==> src/rtl/jtopl_pkg.sv <==
// Shared constants and slot decode for the JTOPL operator sequencer.
package jtopl_pkg;

   localparam int SLOTS      = 18;
   localparam int CHANNELS   = 9;
   localparam int CFG_W      = 4;
   localparam int CFG_CON    = 3;
   localparam int CFG_FB_MSB = 2;
   localparam int CFG_FB_LSB = 0;

   typedef struct packed {
      logic       op;
      logic [1:0] group;
      logic [3:0] chan;
   } slot_dec_t;

   // Slots run in 6-slot blocks: three modulators, then the three matching carriers.
   function automatic slot_dec_t slot_decode(input logic [4:0] s);
      slot_dec_t  d;
      logic [1:0] blk;
      logic [4:0] w;
      blk     = (s >= 5'd12) ? 2'd2 : (s >= 5'd6) ? 2'd1 : 2'd0;
      w       = s - 5'(blk) * 5'd6;
      d.op    = (w >= 5'd3);
      d.group = d.op ? 2'(w - 5'd3) : w[1:0];
      d.chan  = 4'(blk) * 4'd3 + 4'(d.group);
      return d;
   endfunction

endpackage

==> src/rtl/jtopl_slot_cfg.sv <==
// Per-channel {con, fb} register file with write-through read port and range check.
module jtopl_slot_cfg
   import jtopl_pkg::*;
(
   input  logic             clk,
   input  logic             rst_n,
   input  logic             wr,
   input  logic [3:0]       wr_ch,
   input  logic [CFG_W-1:0] wr_din,
   input  logic [3:0]       rd_ch,
   output logic [CFG_W-1:0] rd_data,
   output logic             err
);

   logic [CHANNELS-1:0][CFG_W-1:0] mem;
   logic                           wr_ok;

   assign wr_ok = wr & (wr_ch < 4'(CHANNELS));

   always_ff @(posedge clk or negedge rst_n) begin
      if (!rst_n) begin
         mem <= '0;
         err <= 1'b0;
      end else begin
         err <= wr & ~wr_ok;
         if (wr_ok) mem[wr_ch] <= wr_din;
      end
   end

   // A write landing on the same edge as the read must win, or it would be missed for a frame.
   assign rd_data = (wr_ok && wr_ch == rd_ch) ? wr_din :
                    (rd_ch < 4'(CHANNELS))    ? mem[rd_ch] : '0;

endmodule

==> src/rtl/jtopl_slot_ctrl.sv <==
// Operator slot sequencer: cen prescaler, 18-slot frame counter and per-slot operator controls.
module jtopl_slot_ctrl
   import jtopl_pkg::*;
#(
   parameter int CEN_DIV = 4
) (
   input  logic       clk,
   input  logic       rst_n,
   input  logic       cen,
   input  logic       hold,
   input  logic       cfg_wr,
   input  logic [3:0] cfg_ch,
   input  logic [3:0] cfg_din,
   output logic       cfg_err,
   output logic       cenop,
   output logic [4:0] slot,
   output logic [3:0] chan,
   output logic [1:0] group,
   output logic       op,
   output logic       zero,
   output logic       con_I,
   output logic [2:0] fb_I
);

   localparam logic [3:0] PMAX = 4'(CEN_DIV - 1);

   logic [3:0]       pcnt;
   logic [4:0]       nxt_slot;
   logic [4:0]       sel_slot;
   slot_dec_t        dec;
   logic [CFG_W-1:0] rd_data;

   always_ff @(posedge clk or negedge rst_n) begin
      if (!rst_n)   pcnt <= '0;
      else if (cen) pcnt <= (pcnt == PMAX) ? 4'd0 : pcnt + 4'd1;
   end

   assign cenop = rst_n & cen & (pcnt == PMAX);

   // Under hold the current slot is re-selected, so config reloads without moving the frame.
   assign nxt_slot = (slot == 5'(SLOTS - 1)) ? 5'd0 : slot + 5'd1;
   assign sel_slot = hold ? slot : nxt_slot;
   assign dec      = slot_decode(sel_slot);

   jtopl_slot_cfg u_cfg (
      .clk     (clk),
      .rst_n   (rst_n),
      .wr      (cfg_wr),
      .wr_ch   (cfg_ch),
      .wr_din  (cfg_din),
      .rd_ch   (dec.chan),
      .rd_data (rd_data),
      .err     (cfg_err)
   );

   always_ff @(posedge clk or negedge rst_n) begin
      if (!rst_n) begin
         slot  <= '0;
         chan  <= '0;
         group <= '0;
         op    <= 1'b0;
         zero  <= 1'b1;
         con_I <= 1'b0;
         fb_I  <= '0;
      end else if (cenop) begin
         slot  <= sel_slot;
         chan  <= dec.chan;
         group <= dec.group;
         op    <= dec.op;
         zero  <= (sel_slot == 5'd0);
         con_I <= rd_data[CFG_CON];
         fb_I  <= rd_data[CFG_FB_MSB:CFG_FB_LSB];
      end
   end

endmodule

==> config.mk <==
export PLATFORM = sky130hd
export DESIGN_NAME = jtopl_slot_ctrl
export DESIGN_NICKNAME = d
export VERILOG_FILES = /design/src/rtl/jtopl_pkg.sv /design/src/rtl/jtopl_slot_cfg.sv /design/src/rtl/jtopl_slot_ctrl.sv
export SDC_FILE = /design/constraint.sdc
export NUM_CORES = 1
export LEC_CHECK = 0
export CORE_UTILIZATION = 61
export DETAILED_ROUTE_END_ITERATION = 10
export GPL_ROUTABILITY_DRIVEN = 0
export PLACE_DENSITY_LB_ADDON = 0.05
export SLEW_MARGIN = 20
export SYNTH_ARGS = -nofsm -noshare
export SYNTH_HDL_FRONTEND = slang
export SYNTH_SLANG_ARGS = --single-unit
==> constraint.sdc <==
create_clock -name clk -period 14.8 [get_ports clk]
set_input_delay 2.96 -clock clk [delete_from_list [all_inputs] [get_ports clk]]
set_output_delay 2.96 -clock clk [all_outputs]
set_load 0.03 [all_outputs]
==> results by group <==
Outcome
  – Outcome: finished, final reports clean

Power
  – PwrDens: 252 nW/um^2
  – Pleak: approximately 0.0017 uW
  – Maximum VDD drop: between 150 and 200 uV

Yosys
  – Ys flop type: dfrtp_1
  – Mean post-synth cell area: around 11 sq um
  – Area leader, netlist: dfrtp_1
  – Ys async rst share: 1.00
  – Synth top area cells: dfrtp_1 44%, mux2_2 13%, mux4_2 5.5%
  – Yosys warnings: 0
  – Yosys cell types: 56
  – Post-Syn Nets: 321
  – Post-synth EDFFs: 0
  – Seq/Total Area, Yosys: 0.447
  – Share of the synthesized area in the top cell type: 0.439
  – Cells after Synth: about 300
  – Post-synthesis cell area: between 3000 and 4000 sq um
  – Register bit total from synthesis: 58

Floorplan
  – Initial Utilization: 0.636
  – Die ar.: about 5600 sq um
  – Die Ht: 75.0 um
  – Site row count: 26
  – Ports: 32
  – Core area: 5110 sq um
  – Chip Width: 75.0 um

Setup path
  – Stages on the worst setup path: 5
  – CP delay by family, top: buffers and inverters
  – CP Launch Type: input pin
  – CP max stage cell: nand3_1
  – Worst path arrival time: approximately 5.8 ns
  – Max FO, Critical Path: slightly below 60
  – Worst r2r path cells: 23
  – Kind of end point of the critical path: output port
  – WS Path Type: input pin to output port
  – CP required: roughly 12 ns
  – Worst Path Buf+Inv: 4
  – CP peak stage delay: 0.81 ns
  – Critical Path, Cell by Cell: buf_2 > buf_4 > nand3_1 > inv_1 > clkdlybuf4s50_1

Global routing
  – Initial antenna violation count: 0
  – Tot GR Track Use: 0.266
  – Number of global-route vias before repair: ~2200
  – Global route overflow: 0
  – Wire length of the first global-routing pass: approximately 11000 um
  – Pin count of the biggest net entering global routing: 60

Clocking
  – Clk Latency, worst-skew pair: around 0.33 ns
  – Hold-fix buffers, CTS: 0
  – H-Tree Level Count: 3
  – Num CTS Buffers: 9
  – Clk sink count: 58
  – Post-CTS sizing: 0
  – Root buf cell: clkbuf_8
  – Clock Path Buffers: 2
  – Setup Fix Bufs, Post-CTS: 0
  – TritonCTS clock tree: done
  – Clock transition at the registers of the reported paths: about 0.07 ns

Routing
  – Via count: around 2300
  – DR WL/cell: between 15 and 20 um
  – Routed vias/inst: roughly 5.8
  – # DRC: 0
  – Routed wire length: about 6600 um
  – Routed Antenna Nets: 0
  – First DRT Iteration DRCs: 118
  – Pre-Repair DR Iteration Count: 5

Min path
  – Hold Path Depth: 2
  – Min-delay worst type: flip-flop to flip-flop

STA
  – Setup_tns: 0 ns
  – Final period util: 0.592
  – Worst slew pin tran: 0.875 ns
  – Unrepaired setup endpoints after global routing: no
  – Max transition margin: 0.415
  – Setup ws final: just over 6 ns
  – Max frequency: between 100 and 150 MHz
  – Final Skew: roughly 0.0057 ns
  – Slew Viols, Final: 0
  – Crit path time final: between 8 and 9 ns
  – Setup violations, final: 0
  – Final hold vios: 0

Flow run
  – Maxcap violations: 0

Layout
  – Final net count: about 350
  – Share of layout cells above drive strength 1: 0.241
  – Synth-to-Final Area Change: 16.4%
  – ANT cells: 0
  – Fillers: 383

Placed design
  – Port Buffers: 31
  – Worst slack, placed: approximately 6 ns
  – Hpwl dp: 4520 um
==> tightest hold or removal path: cells and delay by family (launching register included) <==
| family | cells | cell delay (ns) |
|---|---|---|
| compound gates | 1 | 0.06 |
| flops | 1 | 0.37 |
| simple gates | 1 | 0.05 |
==> layer usage <==
layer,wire (um),track usage,vias to the layer above
met1,3240,0.376,1135
met3,233,0.0790,11
li1,-,-,1102
met2,3020,0.392,54
met5,0,0,-
met4,118,0.0943,0
==> cell usage in the layout (no fill, tap or decap), types with 6 or more instances in the layout <==
master	n
a21oi_1	17
clkbuf_8	11
clkdlybuf4s50_1	30
dfrtp_1	57
ha_1	9
inv_1	11
mux2_2	37
mux4_2	8
nand2_1	37
nor2_1	19
o21ai_0	13
xor2_1	6
==> where the power goes <==
part	switching [uW]	leakage (uW)	internal [uW]
Clock	62.3	0.000117	104
Sequential	33.4	0.000725	202
Combinational	293	0.000812	260
==> sequential cells by signal (all words and copies together) (netlist names), 2 cells and up <==
signal and cells:
chan 4, fb_I 3, group 2, pcnt 4, slot 5, u_cfg.mem 36
==> cell usage after synthesis (4+ instances only) <==
cell type / n
mux2_2: 37
clkbuf_1: 8
mux2i_1: 4
or2_2: 4
xor2_1: 6
nand2_1: 37
buf_1: 4
nor3b_1: 4
dfrtp_1: 57
o21ai_0: 13
ha_1: 9
inv_1: 11
a21oi_1: 17
nor2_1: 19
mux4_2: 8
==> cell families (layout without fill, tap and decap cells) <==
kind of cell,Yosys count,count (layout),synth area share
and+or+nand+nor,95,95,0.147
muxes,49,49,0.196
buffers and inverters,30,60,0.0431
AOI/OAI and AO/OA,47,47,0.101
xor gates and xnor gates,9,9,0.0243
DFF,58,58,0.447
adders and majority gates,10,10,0.0408
==> stage by stage <==
step	cells	utilization	power [uW]	area [sq um]	hold slack [ns]
global route	398	0.741	1020	3780	0.513
detailed placement	382	0.696	779	3550	0.470
finish	398	0.741	955	3780	0.472
floorplan	298	-	653	3250	0.468
CTS	398	0.741	958	3780	0.480
global placement	382	0.696	770	3550	0.459
==> path summary, 6_finish.rpt <==
kind	startpoint	endpoint	slack, ns
worst max-delay path	rst_n	cenop	6.04
worst min-delay path	zero$_DFFE_PN1P_	zero$_DFFE_PN1P_	0.47
worst max register to register	slot[1]$_DFFE_PN0P_	fb_I[2]$_DFFE_PN0P_	8.69
worst min register to register	zero$_DFFE_PN1P_	zero$_DFFE_PN1P_	0.47
max in group asynchronous	rst_n	u_cfg.mem[1]$_DFFE_PN0P_	11.54
min in group asynchronous	rst_n	slot[0]$_DFFE_PN0P_	2.77
==> area by class of cell <==
type	instances	area, sq um	share of cell area
Multi-Input combinational cell	210	1660	0.438
Clock inverter	4	73.8	0.0195
Sequential cell	58	1450	0.384
Inverter	12	45.0	0.0119
Clock buffer	12	155	0.0410
Tap cell	70	87.6	0.0231
Timing Repair Buffer	32	313	0.0827
No activity file was read; power rests on OpenSTA's default activity.
